[src/rtl/event_collector_pkg.sv]
// event_collector_pkg: shared event bus config opcodes and decode helper.
package event_collector_pkg;
  typedef enum logic [3:0] {
    OP_MASK    = 4'h0,
    OP_CLR_OVF = 4'h1
  } cfg_op_e;
  function automatic logic [3:0] cfg_op(logic [31:0] w);
    return w[31:28];
  endfunction
endpackage

[src/rtl/event_collector_if.sv]
// event_collector_if: event inputs, config stream, event-number stream and overflow flags.
interface event_collector_if #(
  parameter int COUNT_BITS = 4,
  parameter int EVENT_COUNT = 1 << COUNT_BITS
);
  logic [EVENT_COUNT-1:0] evt_in;
  logic [31:0] s_cfg_data;
  logic s_cfg_valid;
  logic s_cfg_ready;
  logic [COUNT_BITS-1:0] m_evno_data;
  logic m_evno_valid;
  logic m_evno_ready;
  logic [EVENT_COUNT-1:0] overflow;
  modport master (
    output evt_in, s_cfg_data, s_cfg_valid, m_evno_ready,
    input s_cfg_ready, m_evno_data, m_evno_valid, overflow
  );
  modport slave (
    input evt_in, s_cfg_data, s_cfg_valid, m_evno_ready,
    output s_cfg_ready, m_evno_data, m_evno_valid, overflow
  );
endinterface

[src/rtl/event_collector_rr_arbiter.sv]
// rr_arbiter: combinational round-robin pick of the first request after last_grant, wrapping.
module rr_arbiter #(
  parameter int COUNT_BITS = 4,
  parameter int EVENT_COUNT = 1 << COUNT_BITS
) (
  input  logic [EVENT_COUNT-1:0] req,
  input  logic [COUNT_BITS-1:0]  last_grant,
  output logic                   any,
  output logic [COUNT_BITS-1:0]  grant
);
  logic [COUNT_BITS:0] sum, idx;
  always_comb begin
    any = 1'b0;
    grant = '0;
    sum = '0;
    idx = '0;
    // Scan farthest-first so the nearest request after last_grant is assigned last.
    for (int k = EVENT_COUNT; k >= 1; k--) begin
      sum = {1'b0, last_grant} + (COUNT_BITS+1)'(k);
      idx = sum >= (COUNT_BITS+1)'(EVENT_COUNT) ? sum - (COUNT_BITS+1)'(EVENT_COUNT) : sum;
      if (req[idx[COUNT_BITS-1:0]]) begin
        any = 1'b1;
        grant = idx[COUNT_BITS-1:0];
      end
    end
  end
endmodule

[src/rtl/event_collector.sv]
// event_collector: masks and coalesces per-source events, emits round-robin event numbers.
module event_collector
  import event_collector_pkg::*;
#(
  parameter int COUNT_BITS = 4,
  parameter int EVENT_COUNT = 1 << COUNT_BITS,
  parameter logic [EVENT_COUNT-1:0] MASK_RESET = '1
) (
  input logic clk,
  input logic rst,
  event_collector_if.slave bus
);
  logic [EVENT_COUNT-1:0] mask_q, mask_d, pending_q, pending_d, overflow_q, overflow_d;
  logic [EVENT_COUNT-1:0] grant_vec, evt_m, cfg_bits;
  logic [COUNT_BITS-1:0] evno_q, evno_d, last_q, last_d, grant_idx;
  logic valid_q, valid_d, any, load, mask_wr, ovf_clr;
  logic unused_cfg;
  assign unused_cfg = ^bus.s_cfg_data[27:EVENT_COUNT];
  rr_arbiter #(.COUNT_BITS(COUNT_BITS), .EVENT_COUNT(EVENT_COUNT)) u_arb (
    .req(pending_q),
    .last_grant(last_q),
    .any(any),
    .grant(grant_idx)
  );
  always_comb begin
    cfg_bits = bus.s_cfg_data[EVENT_COUNT-1:0];
    mask_wr = bus.s_cfg_valid && cfg_op(bus.s_cfg_data) == OP_MASK;
    ovf_clr = bus.s_cfg_valid && cfg_op(bus.s_cfg_data) == OP_CLR_OVF;
    load = !valid_q || bus.m_evno_ready;
    grant_vec = load && any ? EVENT_COUNT'(1) << grant_idx : '0;
    evt_m = bus.evt_in & mask_q;
    mask_d = mask_wr ? cfg_bits : mask_q;
    // A new event on a granted source re-arms it; on an ungranted pending source it overflows.
    pending_d = ((pending_q & ~grant_vec) | evt_m) & mask_d;
    overflow_d = (overflow_q & ~(ovf_clr ? cfg_bits : '0)) | (evt_m & pending_q & ~grant_vec);
    valid_d = load ? any : valid_q;
    evno_d = load && any ? grant_idx : evno_q;
    last_d = load && any ? grant_idx : last_q;
  end
  always_ff @(posedge clk) begin
    if (rst) begin
      mask_q <= MASK_RESET;
      pending_q <= '0;
      overflow_q <= '0;
      valid_q <= 1'b0;
      evno_q <= '0;
      last_q <= COUNT_BITS'(EVENT_COUNT - 1);
    end else begin
      mask_q <= mask_d;
      pending_q <= pending_d;
      overflow_q <= overflow_d;
      valid_q <= valid_d;
      evno_q <= evno_d;
      last_q <= last_d;
    end
  end
  assign bus.s_cfg_ready = 1'b1;
  assign bus.m_evno_data = evno_q;
  assign bus.m_evno_valid = valid_q;
  assign bus.overflow = overflow_q;
endmodule
[src/flat_wrapper.sv]
// flat-port wrapper written by rule: the top's interface ports become plain ports
module event_collector_flat import event_collector_pkg::*;
#(
  parameter int COUNT_BITS = 4,
  parameter int EVENT_COUNT = 1 << COUNT_BITS,
  parameter logic [EVENT_COUNT-1:0] MASK_RESET = '1
)
  (clk, rst, bus_evt_in, bus_s_cfg_data, bus_s_cfg_valid, bus_m_evno_ready, bus_s_cfg_ready, bus_m_evno_data, bus_m_evno_valid, bus_overflow);
  event_collector_if #(.COUNT_BITS(COUNT_BITS), .EVENT_COUNT(EVENT_COUNT)) bus_i ();
  input logic clk;
  input logic rst;
  input wire logic [$bits(bus_i.evt_in)-1:0] bus_evt_in;
  input wire logic [$bits(bus_i.s_cfg_data)-1:0] bus_s_cfg_data;
  input wire logic [$bits(bus_i.s_cfg_valid)-1:0] bus_s_cfg_valid;
  input wire logic [$bits(bus_i.m_evno_ready)-1:0] bus_m_evno_ready;
  output wire logic [$bits(bus_i.s_cfg_ready)-1:0] bus_s_cfg_ready;
  output wire logic [$bits(bus_i.m_evno_data)-1:0] bus_m_evno_data;
  output wire logic [$bits(bus_i.m_evno_valid)-1:0] bus_m_evno_valid;
  output wire logic [$bits(bus_i.overflow)-1:0] bus_overflow;
  assign bus_i.evt_in = bus_evt_in;
  assign bus_i.s_cfg_data = bus_s_cfg_data;
  assign bus_i.s_cfg_valid = bus_s_cfg_valid;
  assign bus_i.m_evno_ready = bus_m_evno_ready;
  assign bus_s_cfg_ready = bus_i.s_cfg_ready;
  assign bus_m_evno_data = bus_i.m_evno_data;
  assign bus_m_evno_valid = bus_i.m_evno_valid;
  assign bus_overflow = bus_i.overflow;
  event_collector #(.COUNT_BITS(COUNT_BITS), .EVENT_COUNT(EVENT_COUNT), .MASK_RESET(MASK_RESET)) u_core (.clk(clk), .rst(rst), .bus(bus_i));
endmodule
[config.mk]
export PLATFORM = sky130hd
export DESIGN_NAME = event_collector_flat
export DESIGN_NICKNAME = d
export VERILOG_FILES = /design/src/rtl/event_collector_pkg.sv /design/src/rtl/event_collector_if.sv /design/src/rtl/event_collector_rr_arbiter.sv /design/src/rtl/event_collector.sv /design/src/flat_wrapper.sv
export SDC_FILE = /design/constraint.sdc
export NUM_CORES = 1
export LEC_CHECK = 0
export BUFFER_PORTS_ARGS = -buffer_cell sky130_fd_sc_hd__buf_2
export CAP_MARGIN = 0
export CORE_UTILIZATION = 45
export CTS_BUF_LIST = sky130_fd_sc_hd__clkbuf_4
export DETAILED_ROUTE_END_ITERATION = 8
export MAX_ROUTING_LAYER = met4
export PLACE_DENSITY_LB_ADDON = 0.25
export SYNTH_ARGS = -nofsm -noshare
export SYNTH_HDL_FRONTEND = slang
export SYNTH_HIERARCHICAL = 1
export SYNTH_SLANG_ARGS = --single-unit
[constraint.sdc]
create_clock -name clk -period 13.85 [get_ports clk]
set_input_delay 0 -clock clk [delete_from_list [all_inputs] [get_ports clk]]
set_output_delay 0 -clock clk [all_outputs]
set_load 0.005 [all_outputs]
==> flow_metrics.env <==
export IMPL_outcome="finished, final reports clean"
export IMPL_period_share_pct=45.7
export IMPL_max_slew_worst_pin_slew_ps=1150
export IMPL_finalHoldViolations=0
export IMPL_synth_ff_type="dfxtp_1"
export IMPL_first_iter_violations=315
export IMPL_grtUsageTotal_pct=25.8
export IMPL_grt_max_degree=74
export IMPL_arrival_ps=6640
export IMPL_layout_nets=679
export IMPL_wl_per_cell_um=17.8
export IMPL_cts_buffer_depth=2
export IMPL_fin_tns_setup_ps=0
export IMPL_finalMaxSlewViolations=0
export IMPL_post_cts_setup_buffer_count=0
export IMPL_fp_dieArea_sq_um=10800
export IMPL_crit_path_cell_trace="inv_1, ha_1, mux4_2, mux2i_1, nor2_1, nor2_1, o21ai_0, nor4_1, nor3_1, a211oi_1, nand2b_1, o41ai_1, a221oi_2, dlygate4sd3_1"
export IMPL_drive_gt1_share_pct=23.4
export IMPL_synthesis_nets=590
export IMPL_hold_class="input port to flop"
export IMPL_synthToLayoutAreaGrowth_pct=20.9
export IMPL_die_w_um=104
export IMPL_cts_hold_buffers_added=45
export IMPL_die_h_um=104
export IMPL_clk_pin_slew_worst_paths_ps=120
export IMPL_critical_path_class="flop to flop"
export IMPL_cp_data_required_time_ps=14160
export IMPL_maxSlewHeadroom_pct=23.2
export IMPL_post_cts_resized=0
export IMPL_drc=0
export IMPL_cts_made_buffers=9
export IMPL_drv_cap=0
export IMPL_overflow=0
export IMPL_gp_congestion=0.955
export IMPL_rows=36
export IMPL_final_cell_mix="buf_2, dfxtp_1, nand2_1"
export IMPL_antenna_found_initial=0
export IMPL_path_common_cell="nor2_1"
export IMPL_initial_core_util_pct=47.1
export IMPL_avgSynthCellArea_sq_um=8.79
export IMPL_syn_inst=531
export IMPL_num_vias=4700
export IMPL_postRouteAntennaNets=0
export IMPL_layout_commonest_cell="buf_2"
export IMPL_grt_pass1_wl_mm=22.0
export IMPL_start_kind="flop"
export IMPL_grt_pass1_vias=4493
export IMPL_critPathMaxStageDelay_ps=830
export IMPL_dp_hpwl_mm=9.47
export IMPL_maxClockFrequency_ghz=0.158
export IMPL_antenna_cells=0
export IMPL_ys_types=69
export IMPL_synth_async_reset_ratio_pct=0
export IMPL_rsz0062_at_grt="no"
export IMPL_ys_ff_latch=57
export IMPL_yosys_warnings=6
export IMPL_root_buffer="clkbuf_4"
export IMPL_crit_fanout=17
export IMPL_yosysSeqAreaShare_pct=24.5
export IMPL_synth_area_sq_um=4670
export IMPL_cts_tree="yes"
export IMPL_setup_viol_count_final=0
export IMPL_finalCriticalPeriod_ps=6320
export IMPL_fillCellCount=877
export IMPL_endpoint_kind="flop"
export IMPL_io_buffers=60
export IMPL_core_sq_um=9910
export IMPL_drt_vias_per_instance=6.20
export IMPL_io_pins=74
export IMPL_synth_edf_count=0
export IMPL_clk_latency_ps=410
export IMPL_cts_sinks=57
export IMPL_dr_pass1_iters=5
export IMPL_cp_top_family="compound AO/OA/AOI/OAI gates"
export IMPL_slowest_stage="ha_1"
export IMPL_htree_levels=3
export IMPL_clock_skew_ps=15.1
export IMPL_wirelength_mm=13.5
export IMPL_path_buf_inv=2
[Yosys cell counts, drive strengths merged, types with 17 or more instances]
library cell | number | area (sq um)
dfxtp | 57 | 1140
nand2 | 47 | 179
nor2 | 33 | 124
o21ai | 27 | 165
inv | 26 | 97.6
a21oi | 25 | 129
nand3 | 23 | 115
mux4 | 22 | 495
and3 | 19 | 119
mux2i | 19 | 206
buf | 18 | 124
clkbuf | 17 | 63.8
[layout make-up]
type	instances	area (sq um)	area share, %
flip-flops and latches	57	1140	20.2
well taps	133	166	2.95
multi-input cells	413	3240	57.4
repair buffers	113	811	14.4
clock inverters	7	119	2.11
inverters	26	97.6	1.73
clock buffers	9	67.6	1.20
[metrics by stage]
stage,worst slack (ps),area [sq um],instances,hold slack (ps),util (%)
finish,7530,5640,758,250,56.9
global route,7180,5640,758,248,56.9
CTS,7730,5640,758,225,56.9
detailed placement,8260,5010,697,287,50.5
global placement,8390,5010,697,274,50.5
floorplan,9380,4670,531,159,-
[cells by family after synthesis]
group                      after synthesis  synth area share (%)
muxes                                   53                  18.0
DFF                                     57                  24.5
AOI/OAI and AO/OA                      155                  26.0
buffers and inverters                   61                  6.11
other                                    1                0.0804
xor gates and xnor gates                14                  2.95
adders and majority gates                7                  1.88
and+or+nand+nor                        183                  20.6
[worst min-delay path, cell delays in order]
cell and delay (ps):
buf_2 70, buf_4 350, o21ai_2 120, nand3b_1 70
[path summary, 6_finish.rpt]
path         cells past startpoint                        end                      start  slack (ps)
max                             14        u_core/pending_q[6]           u_core/last_q[1]        7530
min                              4           u_core/mask_q[4]         bus_s_cfg_data[28]         250
max reg2reg                     14        u_core/pending_q[6]           u_core/last_q[1]        7530
min reg2reg                      2  u_core/bus.m_evno_data[1]  u_core/bus.m_evno_data[1]         490
[state kept, by name (all words and copies together), names as in the netlist]
signal                   count
u_core/pending_q            16
u_core/mask_q               16
u_core/bus.overflow         16
u_core/bus.m_evno_data       4
u_core/last_q                4
u_core/bus.m_evno_valid      1
[routing by layer]
layer  vias to the layer above  track usage [%]  share of wire [%]
met5                         -                -                  0
met4                         0             10.2                2.6
met3                        31             3.96                5.1
met2                       170             42.2                 48
met1                      2264             31.9                 44
li1                       2235                -                  -
Power is left out: the tool's default activity adds up to more than one toggle a clock period on the data nets, which glitch-free logic cannot reach.
